File: src/rtl/bit_serializer.sv
`default_nettype none
// ============================================================================
//  Module   : bit_serializer
//  Purpose  : Parallel-to-serial converter with two-word buffering. A word
//             is accepted through a valid/ready handshake and emitted on sout
//             one bit per clock. Consecutive words are emitted with no gap
//             cycle between them. frame_done marks the last bit of each word.
//  Options  : `define BIT_SERIALIZER_LSB_FIRST_EN to emit LSB first
//             (default build emits MSB first).
//  Revision : 1.0  initial release
// ============================================================================
module bit_serializer #(
    parameter int   WIDTH    = 8,
    parameter logic IDLE_BIT = 1'b0
) (
    input  logic             clk,
    input  logic             rst,
    input  logic [WIDTH-1:0] din,
    input  logic             din_valid,
    output logic             din_ready,
    output logic             sout,
    output logic             sout_active,
    output logic             frame_done
);

    // Bit counter holds the number of bits still to come after the one
    // currently on sout, so zero means "last bit is being presented".
    localparam int                 c_CNT_W    = (WIDTH > 1) ? $clog2(WIDTH) : 1;
    localparam logic [c_CNT_W-1:0] c_CNT_LAST = c_CNT_W'(WIDTH - 1);
    localparam logic [c_CNT_W-1:0] c_CNT_ONE  = c_CNT_W'(1);

    typedef enum logic [0:0] {
        ST_IDLE  = 1'b0,
        ST_SHIFT = 1'b1
    } state_t;

    state_t             r_state;
    logic [WIDTH-1:0]   r_shift;
    logic [WIDTH-1:0]   r_hold;
    logic               r_hold_full;
    logic [c_CNT_W-1:0] r_cnt;
    logic               r_sout;
    logic               r_active;
    logic               r_frame_done;

    logic               w_accept;
    logic               w_last;
    logic               w_din_head;
    logic               w_hold_head;
    logic               w_next_bit;
    logic [WIDTH-1:0]   w_rotated;

    // The shift register rotates rather than shifts so that every bit of it
    // is consumed; the bit presented next always sits one position behind
    // the head of the word.
`ifdef BIT_SERIALIZER_LSB_FIRST_EN
    assign w_din_head  = din[0];
    assign w_hold_head = r_hold[0];
    assign w_next_bit  = r_shift[1];
    assign w_rotated   = {r_shift[0], r_shift[WIDTH-1:1]};
`else
    assign w_din_head  = din[WIDTH-1];
    assign w_hold_head = r_hold[WIDTH-1];
    assign w_next_bit  = r_shift[WIDTH-2];
    assign w_rotated   = {r_shift[WIDTH-2:0], r_shift[WIDTH-1]};
`endif

    // Ready depends only on the holding register, never on din_valid.
    assign din_ready = ~r_hold_full;
    assign w_accept  = din_valid & ~r_hold_full;
    assign w_last    = (r_cnt == '0);

    assign sout        = r_sout;
    assign sout_active = r_active;
    assign frame_done  = r_frame_done;

    // Serializer state machine: loads words, steps bits and manages the hold slot.
    always_ff @(posedge clk or posedge rst) begin
        if (rst) begin
            r_state      <= ST_IDLE;
            r_shift      <= '0;
            r_hold       <= '0;
            r_hold_full  <= 1'b0;
            r_cnt        <= '0;
            r_sout       <= IDLE_BIT;
            r_active     <= 1'b0;
            r_frame_done <= 1'b0;
        end else begin
            case (r_state)
                ST_IDLE: begin
                    if (w_accept) begin
                        // First bit goes straight onto sout at the accept edge.
                        r_shift      <= din;
                        r_sout       <= w_din_head;
                        r_active     <= 1'b1;
                        r_cnt        <= c_CNT_LAST;
                        r_frame_done <= 1'b0;
                        r_state      <= ST_SHIFT;
                    end else begin
                        r_sout       <= IDLE_BIT;
                        r_active     <= 1'b0;
                        r_frame_done <= 1'b0;
                    end
                end

                ST_SHIFT: begin
                    if (!w_last) begin
                        r_shift      <= w_rotated;
                        r_sout       <= w_next_bit;
                        r_cnt        <= r_cnt - c_CNT_ONE;
                        r_frame_done <= (r_cnt == c_CNT_ONE);
                        // A word arriving mid-word waits in the hold slot.
                        if (w_accept) begin
                            r_hold      <= din;
                            r_hold_full <= 1'b1;
                        end
                    end else if (r_hold_full) begin
                        // Held word follows the finished one without a gap.
                        r_shift      <= r_hold;
                        r_sout       <= w_hold_head;
                        r_cnt        <= c_CNT_LAST;
                        r_frame_done <= 1'b0;
                        r_hold_full  <= 1'b0;
                    end else if (w_accept) begin
                        // Word arriving on the final edge bypasses the hold slot.
                        r_shift      <= din;
                        r_sout       <= w_din_head;
                        r_cnt        <= c_CNT_LAST;
                        r_frame_done <= 1'b0;
                    end else begin
                        r_sout       <= IDLE_BIT;
                        r_active     <= 1'b0;
                        r_frame_done <= 1'b0;
                        r_state      <= ST_IDLE;
                    end
                end

                default: begin
                    r_state      <= ST_IDLE;
                    r_sout       <= IDLE_BIT;
                    r_active     <= 1'b0;
                    r_frame_done <= 1'b0;
                end
            endcase
        end
    end

endmodule
`default_nettype wire

File: config.mk
export PLATFORM = sky130hd
export DESIGN_NAME = bit_serializer
export DESIGN_NICKNAME = d
export VERILOG_FILES = /design/src/rtl/bit_serializer.sv
export SDC_FILE = /design/constraint.sdc
export NUM_CORES = 1
export LEC_CHECK = 0
export ABC_AREA = 1
export BUFFER_PORTS_ARGS = -buffer_cell sky130_fd_sc_hd__buf_2
export CAP_MARGIN = 40
export CORE_MARGIN = 2
export CORE_UTILIZATION = 43
export CTS_BUF_LIST = sky130_fd_sc_hd__clkbuf_4
export CTS_CLUSTER_SIZE = 20
export DETAILED_ROUTE_END_ITERATION = 10
export SLEW_MARGIN = 20
export SYNTH_ARGS = -nofsm -noshare
export SYNTH_HDL_FRONTEND = slang
export SYNTH_SLANG_ARGS = --single-unit
File: constraint.sdc
create_clock -name clk -period 3.5 [get_ports clk]
set_input_delay 0 -clock clk [delete_from_list [all_inputs] [get_ports clk]]
set_output_delay 0 -clock clk [all_outputs]
set_load 0.02 [all_outputs]
==> flow_summary.json, run 1 <==
{
  "synth_top_family_by_area": "simple AND/OR/NAND/NOR gates",
  "tightest_slew_ns": 0.696,
  "slew_headroom_pct": 53.6,
  "clkLatencyLatePin_ns": 0.32,
  "cp_max_fo": 8,
  "synth-simple-area-share_pct": 41.1,
  "synthTopCellsByArea": "dfrtp_1, nand2_1, nand3_1, nand4_1, ha_1",
  "coreArea_mm2": 0.00281,
  "endpoint_kind": "flop",
  "final.setup.tns_ns": 0,
  "dpl.hpwl_um": 2090,
  "crit_type": "flop to flop",
  "setup_violations": 0,
  "synth-xor-area-share_pct": 0,
  "r2r-end": "sout_active$_DFFE_PP0P_",
  "grt_pass1_wl_um": 5400,
  "synthAdderAreaFrac_pct": 2.92,
  "hold_class": "input port to flop",
  "wl_per_cell_um": 14.7,
  "yosysSeqAreaShare_pct": 46.6,
  "syn_to_final_growth_pct": 18.0,
  "cts.clk_slew.worst_paths_ns": 0.15,
  "yosysTopAreaCellShare_pct": 46.6,
  "hold_viol": 0,
  "layout.nets": 199,
  "finalCritPeriodShare_pct": 45.0,
  "p_leak_nw": 0.824,
  "fin_skew_ns": 0.0142,
  "final.fill_count": 275,
  "first_iter_violations": 42,
  "cts_sinks": 24,
  "cp_cell_sequence": "inv_1, ha_1, inv_1, nor2_4, nand2_1, nand3_1, o21ai_0",
  "root_buffer": "clkbuf_4",
  "slew_violations": 0,
  "path_delay_family": "flip-flops",
  "die_w_um": 58.7,
  "drv_cap": 0,
  "worstPathArrival_ns": 1.75,
  "syn_area_per_cell_um2": 8.00,
  "rsz0062_at_grt": "no",
  "syn-cell-area_mm2": 0.00129,
  "h-tree-depth": 1,
  "syn_inst": 161,
  "pin_count": 15,
  "drcViolationCount": 0,
  "ys_ff_latch": 24,
  "p_per_area_mw_per_mm2": 820,
  "dr_total_vias": 1132,
  "cts_buffers": 3,
  "fp.dieArea_mm2": 0.00345,
  "synth_most_common_cell": "nand2_1",
  "status": "finished, final reports clean",
  "critical_path.slowest_cell": "dfrtp_1",
  "post-route-min-period_ns": 1.58,
  "gp_congestion": 0.763,
  "cp_num_buf_inv": 2,
  "async_reset_ff_share_pct": 100,
  "yosysTopAreaCell": "dfrtp_1",
  "start_kind": "flop",
  "grt_pass1_vias": 1150,
  "wirelength_um": 3150,
  "synthMuxAreaShare_pct": 0,
  "slowest_delay_ns": 0.43,
  "utilization_pct": 54.1,
  "groute.usage.overall_pct": 20.6,
  "ir_worst_vdd_uv": 292,
  "grt_start_max_net_pins": 17,
  "numPortBuffers": 14,
  "cts_tree": "yes",
  "cts_buffer_depth": 2,
  "fmax_ghz": 0.635,
  "start_util_pct": 45.9,
  "ant_nets": 0,
  "hp-start": "din_valid",
  "rr_worst_depth": 7,
  "drive_above_1_share_pct": 16.3,
  "min_to": "r_shift[6]$_DFF_PP0_",
  "hold-worst-slack_ns": 0.131,
  "antenna_found_initial": 0,
  "synth_cell_types": 18,
  "yosysWarnings": 0,
  "reg2reg_from": "r_cnt[0]$_DFF_PP0_",
  "rrSetupSlack_ns": 1.92,
  "synthTopCellsByCount": "nand2_1, dfrtp_1, nand3_1",
  "synth_compound_area_share_pct": 2.72,
  "overflow": 0,
  "cp_common_cell": "inv_1",
  "syn_nets": 175,
  "die_h_um": 58.7,
  "synth_edf_count": 0,
  "cp.required_ns": 3.68,
  "whs_path_depth": 5,
  "diodes": 0,
  "synth_top_flop_cell": "dfrtp_1",
  "row_count": 19,
  "first_pass_iters": 4,
  "viasPerCell": 5.27
}
[power breakdown]
part           internal (W)  leakage, nW  total [W]  switching, W
Combinational      0.000186        0.498   0.000533      0.000347
Clock              0.000116       0.0279   0.000205     0.0000892
Sequential         0.000396        0.298   0.000508      0.000112
Total              0.000698        0.824    0.00125      0.000548
[worst register-to-register path: cells and delay by family, from the launching register on]
family,cells,cell delay [ns]
simple gates,3,0.41
fa+ha+maj,1,0.30
buf+inv,2,0.22
flops,1,0.43
compound gates,1,0.09
[logic make-up after synthesis]
kind of cell,after synthesis
AOI/OAI and AO/OA,7
adders and majority gates,3
buffers and inverters,17
DFF,24
and+or+nand+nor,110
[cell usage in the layout, fill, tap and decap left out]
cell | Yosys | final
ha_1 | 3 | 3
inv_1 | 9 | 9
dlygate4sd3_1 | 0 | 9
nand2_2 | 1 | 1
nand2_1 | 71 | 71
inv_6 | 1 | 1
a21oi_1 | 1 | 1
buf_8 | 0 | 1
nand2_4 | 3 | 3
nand3_1 | 19 | 19
clkbuf_4 | 0 | 3
nor2_4 | 2 | 2
dfrtp_1 | 24 | 24
nor2_1 | 4 | 4
nand2_8 | 1 | 1
inv_2 | 2 | 2
buf_2 | 1 | 14
nand4_1 | 8 | 8
nor2_8 | 1 | 1
o21ai_0 | 6 | 6
bufinv_16 | 0 | 1
[registers in the layout (all words and copies together), names as in the netlist]
signal / flops
frame_done: 1
r_cnt: 3
r_hold: 8
r_hold_full: 1
r_shift: 8
r_state: 1
sout: 1
sout_active: 1
[per-stage QoR]
step,instances,power (W),worst slack [ns],instance area [um2]
floorplan,161,0.000908,2.20,1290
detailed placement,202,0.00104,1.97,1380
finish,215,0.00125,1.92,1520
global placement,201,0.00102,2.05,1360
global route,215,0.00135,1.82,1520
CTS,215,0.00125,1.94,1520
[layout make-up]
| class | instances | area (um2) | area share, % |
|---|---|---|---|
| clock buffer | 3 | 22.5 | 1.48 |
| clock inverter | 1 | 30.0 | 1.98 |
| inverter | 12 | 50.0 | 3.29 |
| multi-input combinational | 120 | 602 | 39.6 |
| sequential | 24 | 601 | 39.5 |
| tap | 31 | 38.8 | 2.55 |
| timing repair buffer | 24 | 175 | 11.5 |
[worst max path at each step]
stage / startpoint / end / slack (ns) / cells past startpoint
after floorplan: r_cnt[0]$_DFF_PP0_ / sout_active$_DFFE_PP0P_ / 2.20 / 7
after global placement: r_cnt[0]$_DFF_PP0_ / sout_active$_DFFE_PP0P_ / 2.05 / 7
after detailed placement: r_cnt[0]$_DFF_PP0_ / sout_active$_DFFE_PP0P_ / 1.97 / 7
after CTS: r_cnt[0]$_DFF_PP0_ / sout_active$_DFFE_PP0P_ / 1.94 / 7
after global routing: r_cnt[0]$_DFF_PP0_ / sout_active$_DFFE_PP0P_ / 1.82 / 7
final: r_cnt[0]$_DFF_PP0_ / sout_active$_DFFE_PP0P_ / 1.92 / 7
[per-layer routing]
metal / wire [um] / up-vias / part of all wire, % / global-route usage (%)
met5: 0 / - / 0 / 0
met2: 1560 / 31 / 49 / 35.4
li1: - / 560 / - / -
met1: 1410 / 537 / 45 / 26.9
met3: 151 / 4 / 4.8 / 1.98
met4: 38 / 0 / 1.2 / 7.79
[repair_timing]
item | CTS | global route
setup buffers | 0 | 0
hold endpoints to repair | 20 | 0
setup endpoints to repair | 0 | 0
resized for setup | 0 | 0
hold buffers | 9 | 0
(Power assumes the default switching activity.)
==> run 2: changes to the inputs <==
clock period = 1.6 ns   (was 3.5 ns; I/O delays follow)
==> flow_summary.json, run 2 (same netlist as run 1, synthesis figures left out) <==
{
  "status": "finished, final reports clean",
  "slew_violations": 0,
  "cts_tree": "yes",
  "first_pass_iters": 4,
  "crit_type": "flop to flop",
  "top_regs": "r_hold: 8 flops, r_shift: 8 flops, r_cnt: 3 flops",
  "row_count": 19,
  "dr_total_vias": 1110,
  "numPortBuffers": 14,
  "cp_max_fo": 8,
  "cp_cell_sequence": "inv_1, ha_2, inv_1, nor2_4, nand2_1, nand3_1, nand2_1",
  "finalCritPeriodShare_pct": 90.9,
  "drcViolationCount": 0,
  "drv_cap": 0,
  "grt_pass1_vias": 1085,
  "fp.dieArea_mm2": 0.00345,
  "critical_path.slowest_cell": "dfrtp_1",
  "rsz0062_at_grt": "no",
  "wirelength_um": 3000,
  "fin_skew_ns": 0.00317,
  "gp_congestion": 0.786,
  "drive_above_1_share_pct": 17.2,
  "fmax_ghz": 0.688,
  "start_kind": "flop",
  "placed_area_mm2": 0.00138,
  "clkLatencyLatePin_ns": 0.32,
  "p_int_w": 0.00139,
  "cts.clk_slew.worst_paths_ns": 0.14,
  "clkPwrFrac_pct": 11.0,
  "ant_nets": 0,
  "p_leak_nw": 0.816,
  "start_util_pct": 45.9,
  "post-route-min-period_ns": 1.45,
  "diodes": 0,
  "seqPwrFrac_pct": 39.7,
  "setup_slack_ns": 0.146,
  "endpoint_kind": "flop",
  "final_common_cell": "nand2_1",
  "hold_class": "input port to flop",
  "viasPerCell": 5.12,
  "grt_start_max_net_pins": 25,
  "worstPathArrival_ns": 1.67,
  "layout.nets": 201,
  "pin_count": 15,
  "comb_power_share_pct": 49.3,
  "cts_buffers": 3,
  "antenna_found_initial": 0,
  "cts_sinks": 24,
  "syn_to_final_growth_pct": 16.7,
  "coreArea_mm2": 0.00281,
  "grt_pass1_wl_um": 5130,
  "tightest_slew_ns": 0.317,
  "root_buffer": "clkbuf_4",
  "hold_viol": 0,
  "p_switching_w": 0.00117,
  "p_per_area_mw_per_mm2": 1710,
  "slew_headroom_pct": 78.9,
  "overflow": 0,
  "die_h_um": 58.7,
  "ir_worst_vdd_uv": 728,
  "die_w_um": 58.7,
  "swShare_pct": 45.7,
  "first_iter_violations": 33,
  "final.setup.tns_ns": 0,
  "h-tree-depth": 1,
  "groute.usage.overall_pct": 19.8,
  "most-common-layout-cells": "nand2_1, dfrtp_1, nand3_1",
  "slowest_delay_ns": 0.43,
  "preCtsSetupSlack_ns": 0.100,
  "cp.required_ns": 1.82,
  "wl_per_cell_um": 13.8,
  "setup_violations": 0,
  "cts_buffer_depth": 2,
  "final_area_mm2": 0.00150,
  "dpl.hpwl_um": 2010
}
==> run 2: worst max-delay path: cells and delay by family, from the launching register on <==
kind / cells / cell delay, ns
fa+ha+maj: 1 / 0.25
buf+inv: 2 / 0.20
flops: 1 / 0.43
simple gates: 4 / 0.47
==> run 2: worst paths after layout <==
kind,startpoint,end,slack [ns],cells after the start
max,r_cnt[0]$_DFF_PP0_,r_cnt[0]$_DFF_PP0_,0.15,7
min,din_valid,r_shift[1]$_DFF_PP0_,0.14,5
max reg2reg,r_cnt[0]$_DFF_PP0_,r_cnt[0]$_DFF_PP0_,0.15,7
min reg2reg,r_hold[5]$_DFFE_PP0P_,r_hold[5]$_DFFE_PP0P_,0.49,2
max in group asynchronous,rst,sout$_DFF_PP0_,1.10,4
min in group asynchronous,rst,r_hold[4]$_DFFE_PP0P_,0.25,4
==> run 2: routing by layer <==
metal  track usage, %  wire (um)  vias to the layer above
met1             26.4       1400                      527
li1                 -          -                      565
met3             1.98         69                        2
met4             6.82         17                        0
met2             33.3       1510                       16
met5                0          0                        -
==> run 2: what timing repair did <==
item	4_1_cts	5_1_grt
setup endpoints to repair	0	3
endpoints found under the hold margin	35	0
buffers inserted	0	0
hold buffers	9	0
gates resized for setup	0	1
==> run 2: final cells by class <==
cell class	count	area (um2)
Timing Repair Buffer	26	183
Tap cell	31	38.8
Multi-Input combinational cell	120	604
Clock inverter	1	3.75
Inverter	12	50.0
Sequential cell	24	601
Fill cell	282	1300
Clock buffer	3	22.5
==> run 2: stage by stage <==
step,utilization [%],instances,hold slack [ns],total power [W]
final,53.6,217,0.144,0.00257
after global routing,53.6,217,0.162,0.00282
after CTS,53.5,217,0.128,0.00258
after detailed placement,49.3,204,0.0671,0.00228
after global placement,49.3,204,0.0619,0.00225
after floorplan,-,161,0.0146,0.00199
==> run 2: power groups by stage <==
stage | clock network (W) | logic (W) | registers (W)
global placement | 0 | 0.00122 | 0.00103
global route | 0.000314 | 0.00145 | 0.00106
finish | 0.000282 | 0.00127 | 0.00102
floorplan | 0 | 0.000959 | 0.00103
detailed placement | 0 | 0.00124 | 0.00104
CTS | 0.000288 | 0.00127 | 0.00102
